--- src/rtl/rr_arbiter8.sv ---
// rr_arbiter8: 8-way round-robin arbiter with registered one-hot grant,
// bubble-free handoff and an optional hold limit against starvation.
module rr_arbiter8 #(
  parameter int MAX_HOLD = 16
) (
  input  logic       clk,
  input  logic       rst_n,
  input  logic [7:0] req,
  output logic [7:0] grant,
  output logic [2:0] grant_id,
  output logic       busy
);

  typedef enum logic {
    IDLE  = 1'b0,
    GRANT = 1'b1
  } state_t;

  localparam logic [7:0] HOLD_LIM =
    (MAX_HOLD == 0) ? 8'd0 : 8'(MAX_HOLD - 1);
  localparam logic PREEMPT_EN = (MAX_HOLD > 0);

  state_t     state_q, state_d;
  logic [7:0] grant_q, grant_d;
  logic [2:0] grant_id_q, grant_id_d;
  logic [2:0] ptr_q, ptr_d;
  logic [7:0] hold_cnt_q, hold_cnt_d;

  logic [7:0]  mask;
  logic [2:0]  off;
  logic [15:0] dbl;
  logic [7:0]  rot;
  logic [2:0]  win;
  logic        others;
  logic        owner_req;
  logic        preempt;

  // lowest set bit wins; all-zero input maps to 0
  function automatic logic [2:0] prio_enc8(input logic [7:0] v);
    logic [2:0] idx;
    idx = 3'd0;
    for (int i = 7; i >= 0; i--) begin
      if (v[i]) idx = 3'(i);
    end
    return idx;
  endfunction

  // winner search: rotate so ptr+1 sits at bit 0, encode, rotate back
  always_comb begin
    mask      = req & ~grant_q;
    off       = ptr_q + 3'd1;
    dbl       = {mask, mask} >> off;
    rot       = dbl[7:0];
    win       = prio_enc8(rot) + off;
    others    = |mask;
    owner_req = req[grant_id_q];
    preempt   = PREEMPT_EN && (hold_cnt_q == HOLD_LIM) && others;
  end

  // state register
  always_ff @(posedge clk or negedge rst_n) begin
    if (!rst_n) begin
      state_q    <= IDLE;
      grant_q    <= 8'h00;
      grant_id_q <= 3'h0;
      ptr_q      <= 3'h7;
      hold_cnt_q <= 8'h00;
    end else begin
      state_q    <= state_d;
      grant_q    <= grant_d;
      grant_id_q <= grant_id_d;
      ptr_q      <= ptr_d;
      hold_cnt_q <= hold_cnt_d;
    end
  end

  // next state: load a new winner, release, or keep holding
  always_comb begin
    state_d    = state_q;
    grant_d    = grant_q;
    grant_id_d = grant_id_q;
    ptr_d      = ptr_q;
    hold_cnt_d = hold_cnt_q;
    unique case (state_q)
      IDLE: begin
        if (others) begin
          state_d    = GRANT;
          grant_d    = 8'h01 << win;
          grant_id_d = win;
          ptr_d      = win;
          hold_cnt_d = 8'h00;
        end
      end
      GRANT: begin
        unique case (1'b1)
          (!owner_req && others),
          (owner_req && preempt): begin
            grant_d    = 8'h01 << win;
            grant_id_d = win;
            ptr_d      = win;
            hold_cnt_d = 8'h00;
          end
          (!owner_req && !others): begin
            state_d    = IDLE;
            grant_d    = 8'h00;
            hold_cnt_d = 8'h00;
          end
          default: begin
            if (hold_cnt_q < HOLD_LIM) begin
              hold_cnt_d = hold_cnt_q + 8'd1;
            end
          end
        endcase
      end
      default: begin
        state_d = IDLE;
        grant_d = 8'h00;
      end
    endcase
  end

  // outputs come straight from the registers
  always_comb begin
    grant    = grant_q;
    grant_id = grant_id_q;
    busy     = |grant_q;
  end

endmodule

--- config.mk ---
export PLATFORM = sky130hd
export DESIGN_NAME = rr_arbiter8
export DESIGN_NICKNAME = d
export VERILOG_FILES = /design/src/rtl/rr_arbiter8.sv
export SDC_FILE = /design/constraint.sdc
export NUM_CORES = 1
export LEC_CHECK = 0
export ABC_AREA = 1
export ABC_CLOCK_PERIOD_IN_PS = 2800
export CAP_MARGIN = 5
export CORE_ASPECT_RATIO = 0.5
export CORE_MARGIN = 5
export CORE_UTILIZATION = 45
export DETAILED_ROUTE_END_ITERATION = 16
export GPL_ROUTABILITY_DRIVEN = 0
export PLACE_DENSITY = 0.75
export SLEW_MARGIN = 20
export SYNTH_ARGS = -nofsm -noshare
export SYNTH_HDL_FRONTEND = slang
export SYNTH_SLANG_ARGS = --single-unit
--- constraint.sdc ---
create_clock -name clk -period 2.8 [get_ports clk]
set_input_delay 0.7 -clock clk [delete_from_list [all_inputs] [get_ports clk]]
set_output_delay 0.7 -clock clk [all_outputs]
set_load 0.01 [all_outputs]
==> metrics.txt, run 1 <==
status complete, but fails checks; failing checks setup timing; Maximum Capacitance Violations 0; final wirelength around 4.9 mm; area of the multi-input gates between 1000 and 1500 um^2; num ports 22; HPWL after DPL between 3 and 4 mm; crit-path max FO 6; Slew @ Worst Pin around 530 ps; H-Tree Depth 1; worst reg2reg setup slack -80 ps; Crit-path slowest cell dfstp_2; final hold violations 0; worst endpoint required time roughly 3000 ps; Max Clock Skew 7.98 ps; CTS Buffer Depth 2; Synth Net Count ~270; Clock transition at path regs 80 ps; design area 2510 um^2; initial drt markers 72; main area contributors after synthesis dfrtp_1 28%, nand2_1 17%, nand3_1 10%; Remaining DRCs 0; clock sinks 23; sequential share of the synthesized area 0.319; Tot GR Track Use 0.188; pin count of the biggest net entering global routing 14; Post-DRT Antenna Nets 0; fin crit period ~2900 ps; grt total ovfl 0; vias in the first global route between 1500 and 2000; hold depth 2; Post-Syn Area per Cell between 7 and 8 um^2; fin. max-slew vios 0; number of setup violations in the final report 9; DR vias 1917; first-pass GRT wire length just over 8 mm; kind of critical path flop to flop; CP Launch Point ptr_q[0]; placed cell area around 2200 um^2; commonest cells after routing, fill and taps aside 76 x nand2_1, 29 x buf_4, 24 x nand3_2; Nets 326; Pre-antenna DRT Iters 4; top cell type's share of synthesized area 0.275; Avg WL per Cell between 10 and 15 um; PortBufs 21; CP Launch Type flop; Post-Syn Area ~1800 um^2; initial antenna violation count 0; RSZ-0062 raised after global routing yes; die width between 90 and 100 um; Crit Reg-Reg Endpoint grant[6]; vias per cell about 5.3; Ant. Diodes 0; Core Util, Final 0.644; area leader, netlist dfrtp_1; core area 3900 um^2; initial core utilization 0.465; Cells after Synth roughly 260; critical path endpoint grant[6]; Sequential Area between 500 and 600 um^2; CTS buffer count 3; cell repeated most along the worst path nand3_2; Reg2Reg Depth 15; Die H between 50 and 60 um; final period utilization 1.03; Clk Latency, worst-skew pair 260 ps; CTS tree built; Hold Crit Class flop to flop; Max Clock Freq about 350 MHz; Max transition margin 0.648; Worst Setup End Kind flop; Die ar. between 5000 and 6000 um^2; # fillers about 330; CTS root buf clkbuf_8; most common cell after layout, fill and taps aside nand2_1; Synth Warn # 0; CTS Hold Bufs 0; Rows 16; Layout area overhead 38.4%; ratio of cells with drive above 1 in the final layout 0.360; crit path DAT about 3100 ps; Seq cells post-synth 23; RR Startpoint ptr_q[0]; largest stage delay on the critical path between 500 and 600 ps; Final WS setup -77.4 ps; crit-path cells ha_4, clkinvlp_4, nand3_2, nand3_2, nand2_2, buf_4, buf_4, nor3_2, o21bai_1, fa_2, inv_1, nand3_2, nor2_1, nand3_1, nand2_1; Cell variety after synth 31
[worst max-delay path: cells and delay by family, from the launching register on]
kind | cells | cell delay (ps)
simple gates | 8 | 870
flops | 1 | 570
compound gates | 1 | 110
buf+inv | 4 | 500
fa+ha+maj | 2 | 760
[cell type report]
| cell class | count | area share |
|---|---|---|
| inverters | 34 | 0.0557 |
| repair inverters | 1 | 0.00299 |
| well taps | 54 | 0.0269 |
| repair buffers | 52 | 0.177 |
| multi-input cells | 197 | 0.489 |
| clock buffers | 3 | 0.0164 |
| flip-flops and latches | 23 | 0.230 |
| clock inverters | 1 | 0.00199 |
[sequential cells by signal, indices dropped and copies added, names as in the netlist]
| register | count |
|---|---|
| grant | 8 |
| hold_cnt_q | 8 |
| ptr_q | 3 |
| state_q | 1 |
| grant_id | 3 |
[Yosys cell counts]
master    count
a21boi_0      1
a21oi_1       2
buf_4         1
buf_6         4
dfrtp_1      20
dfstp_2       3
fa_1          1
ha_1          3
inv_1        25
inv_2         8
inv_6         1
nand2_1      82
nand2_2      10
nand2_4       3
nand3_1      38
nand3_2      13
nand3_4       1
nand3b_1      1
nand4_1       1
nor2_1       17
nor2_2        2
nor2_8        1
nor3_1        3
nor4_1        1
o211ai_1      3
o21ai_0       6
o21ai_1       4
o21bai_1      1
or2_1         1
or2_4         1
xnor2_1       1
[kinds of logic after synthesis]
logic type | count (synthesis) | share of synthesized area
flip-flops | 23 | 0.319
AND/OR/NAND/NOR | 175 | 0.489
buffers and inverters | 39 | 0.102
AO/OA/AOI/OAI | 17 | 0.0537
adder cells (fa/ha/maj) | 4 | 0.0317
XOR/XNOR | 1 | 0.00482
[how the worst min path moves through the flow]
stage / startpoint / end / slack (ps)
after floorplan: rst_n / grant[0] / 400
after global placement: ptr_q[2] / ptr_q[2] / 460
after detailed placement: ptr_q[2] / ptr_q[2] / 460
after CTS: ptr_q[2] / ptr_q[2] / 480
after global routing: ptr_q[2] / ptr_q[2] / 510
final: hold_cnt_q[4] / hold_cnt_q[4] / 500
[routing by layer]
layer	part of all wire	global-route usage
met3	0.043	0.0225
met4	0.036	0.111
met2	0.50	0.349
met1	0.42	0.220
met5	0	0
[repair_timing]
action	CTS	global route
hold endpoints to repair	0	0
setup endpoints to repair	12	12
setup buffers	6	0
resized for setup	41	12
cloned	1	0
pin swaps	6	3
[per-stage QoR]
| step | setup WS, ps | hold WS (ps) | std cells | TNS (ps) |
|---|---|---|---|---|
| after floorplan | 16.0 | 404 | 259 | 0 |
| after global placement | -528 | 462 | 354 | -5570 |
| after detailed placement | -610 | 462 | 354 | -6410 |
| after CTS | -38.1 | 479 | 365 | -85.6 |
| after global routing | -250 | 507 | 365 | -2290 |
| final | -77.4 | 496 | 365 | -450 |
Power of run 1 is left out: the tool's default activity adds up to more than one toggle a clock period on the data nets, which glitch-free logic cannot reach.
==> run 2, diff against run 1 <==
--- a/config.mk
+++ b/config.mk
@@ -6,14 +6,14 @@
 export NUM_CORES = 1
 export LEC_CHECK = 0
 export ABC_AREA = 1
-export ABC_CLOCK_PERIOD_IN_PS = 2800
+export ABC_CLOCK_PERIOD_IN_PS = 3100
 export CAP_MARGIN = 5
 export CORE_ASPECT_RATIO = 0.5
 export CORE_MARGIN = 5
 export CORE_UTILIZATION = 45
 export DETAILED_ROUTE_END_ITERATION = 16
 export GPL_ROUTABILITY_DRIVEN = 0
-export PLACE_DENSITY = 0.75
+export PLACE_DENSITY = 0.73
 export SLEW_MARGIN = 20
 export SYNTH_ARGS = -nofsm -noshare
 export SYNTH_HDL_FRONTEND = slang
==> constraint.sdc (replaced) <==
create_clock -name clk -period 3.1 [get_ports clk]
set_input_delay 0.775 -clock clk [delete_from_list [all_inputs] [get_ports clk]]
set_output_delay 0.775 -clock clk [all_outputs]
set_load 0.01 [all_outputs]
==> run 2 against run 1 <==
Compared with the run above: the flow now finishes without violations; cell area down 9.0%; global-route usage down 1.1 points; clock skew is 6.1 ps lower; flip-flop and latch count unchanged; first-iteration DRC count down 6.9%.
==> metrics.txt, run 2 (synthesized netlist as in run 1, its figures left out) <==
Maximum Capacitance Violations 0 (unchanged); HPWL after DPL 3.73 mm (was 3.65 mm); placed cells 351 (was 354); Clock transition at path regs 80 ps (about the same); Rows 16 (unchanged); fin. max-slew vios 0 (unchanged); Die ar. 5490 um^2 (unchanged); RR Startpoint ptr_q[1] (was ptr_q[0]); fin crit period 2930 ps (was 2880 ps); initial drt markers 67 (was 72); status finished clean (was complete, but fails checks); num ports 22 (unchanged); Die H 54.9 um (unchanged); Slew @ Worst Pin 571 ps (was 526 ps); ratio of cells with drive above 1 in the final layout 0.252 (was 0.360); number of setup violations in the final report 0 (was 9); worst endpoint required time 3240 ps (was 3000 ps); Crit Reg-Reg Endpoint grant_id[1] (was grant[6]); largest stage delay on the critical path 570 ps (about the same); met2 routed WL 2.24 mm (was 2.42 mm); post-CTS setup buffers 0 (was 6); Crit-path slowest cell fa_2 (was dfstp_2); crit-path max FO 9 (was 6); final period utilization 0.945 (was 1.03); Tot GR Track Use 0.177 (was 0.188); Clk Latency, worst-skew pair 260 ps (about the same); critical path endpoint grant_id[1] (was grant[6]); CTS root buf clkbuf_8 (unchanged); CP Launch Point ptr_q[1] (was ptr_q[0]); commonest cells after routing, fill and taps aside 82 x nand2_1, 32 x nand3_1, 25 x inv_1 (was 76 x nand2_1, 29 x buf_4, 24 x nand3_2); Hold Crit Class flop to flop (unchanged); Remaining DRCs 0 (unchanged); Reg2Reg Depth 19 (was 15); pin count of the biggest net entering global routing 13 (was 14); Max Clock Freq 341 MHz (was 348 MHz); Layout area overhead 26.0% (was 38.4%); PortBufs 21 (unchanged); final wirelength 4.52 mm (was 4.87 mm); DR vias 1823 (was 1917); Final WS setup 169 ps (was -77.4 ps); # fillers 369 (was 325); met3 WL post-DR 146 um (was 208 um); Post-DRT Antenna Nets 0 (unchanged); hold_ws 483 ps (was 496 ps); die width 99.9 um (unchanged); Worst Setup End Kind flop (unchanged); H-Tree Depth 1 (unchanged); RSZ-0062 raised after global routing no (was yes); first-pass GRT wire length 7.67 mm (was 8.14 mm); Setup WS pre-CTS -414 ps (was -610 ps); vias per cell 5.14 (was 5.25); CTS Hold Bufs 0 (unchanged); CTS buffer count 3 (unchanged); clock sinks 23 (unchanged); crit path DAT 3070 ps (was 3080 ps); Ant. Diodes 0 (unchanged); Pre-antenna DRT Iters 5 (was 4); Avg WL per Cell 12.7 um (was 13.3 um); grt total ovfl 0 (unchanged); core area 3900 um^2 (unchanged); initial core utilization 0.465 (unchanged); vias in the first global route 1757 (was 1819); kind of critical path flop to flop (unchanged); Core Util, Final 0.586 (was 0.644); M1 WL 2.07 mm (about the same); Max Clock Skew 1.86 ps (was 7.98 ps); cell repeated most along the worst path nand2_1 (was nand3_2); crit-path cells ha_1, or2_1, nand2_2, inv_2, nand3_1, nand2_1, nand2_1, nand2_1, nand2_1, nand2_1, nand2_1, a21boi_1, ha_1, inv_1, fa_2, inv_1, buf_4, nand2_1, o21ai_0 (was ha_4, clkinvlp_4, nand3_2, nand3_2, nand2_2, buf_4, buf_4, nor3_2, o21bai_1, fa_2, inv_1, nand3_2, nor2_1, nand3_1, nand2_1); worst reg2reg setup slack 170 ps (was -80 ps); most common cell after layout, fill and taps aside nand2_1 (unchanged); Max transition margin 0.618 (was 0.648); CTS tree built (unchanged); initial antenna violation count 0 (unchanged); CTS Buffer Depth 2 (unchanged); highest metal used met4 (unchanged); Non-Filler Instances 355 (was 365); final hold violations 0 (unchanged); CP Launch Type flop (unchanged); Nets 316 (was 326)
-- run 2: cell count changes in the layout (fill, tap and decap cells not counted), sizes merged --
cell      delta
buf          -9
clkbuf       +1
clkinv       -1
clkinvlp     -1
-- run 2: how the worst min path moves through the flow --
| stage | startpoint | endpoint | depth (start not counted) |
|---|---|---|---|
| floorplan | ptr_q[1] | ptr_q[1] | 2 |
| global placement | ptr_q[1] | ptr_q[1] | 2 |
| detailed placement | ptr_q[2] | ptr_q[2] | 2 |
| CTS | ptr_q[2] | ptr_q[2] | 2 |
| global route | ptr_q[2] | ptr_q[2] | 2 |
| finish | ptr_q[1] | ptr_q[1] | 2 |
-- run 2: per-layer routing --
layer,vias to the layer above,track usage
met4,0,0.0703
met3,6,0.00751
met1,858,0.221
met2,41,0.337
li1,918,-
met5,-,0
-- run 2: timing repair --
action,in CTS,in global routing
pin swaps,1,2
setup endpoints to repair,11,11
cloned,0,0
gates resized for setup,14,5
-- run 2: through the flow --
step / area, um^2 / setup TNS (ps)
floorplan: 1820 / 0
global placement: 2210 / -3150
detailed placement: 2210 / -4370
CTS: 2270 / 0
global route: 2290 / 0
finish: 2290 / 0
-- run 2: critical path: cells and delay by family (launching register included) --
kind	cells	cell delay [ps]
flops	1	540
buf+inv	4	410
compound gates	2	210
fa+ha+maj	3	880
simple gates	10	780
-- run 2: area by class of cell --
type | instances | area, um^2 | area share
Tap cell | 54 | 67.6 | 0.0295
Sequential cell | 23 | 579 | 0.253
Inverter | 34 | 135 | 0.0590
Multi-Input combinational cell | 197 | 1090 | 0.477
Clock buffer | 4 | 45.0 | 0.0197
Timing Repair Buffer | 43 | 369 | 0.161
Power of run 2 is left out for the same reason.
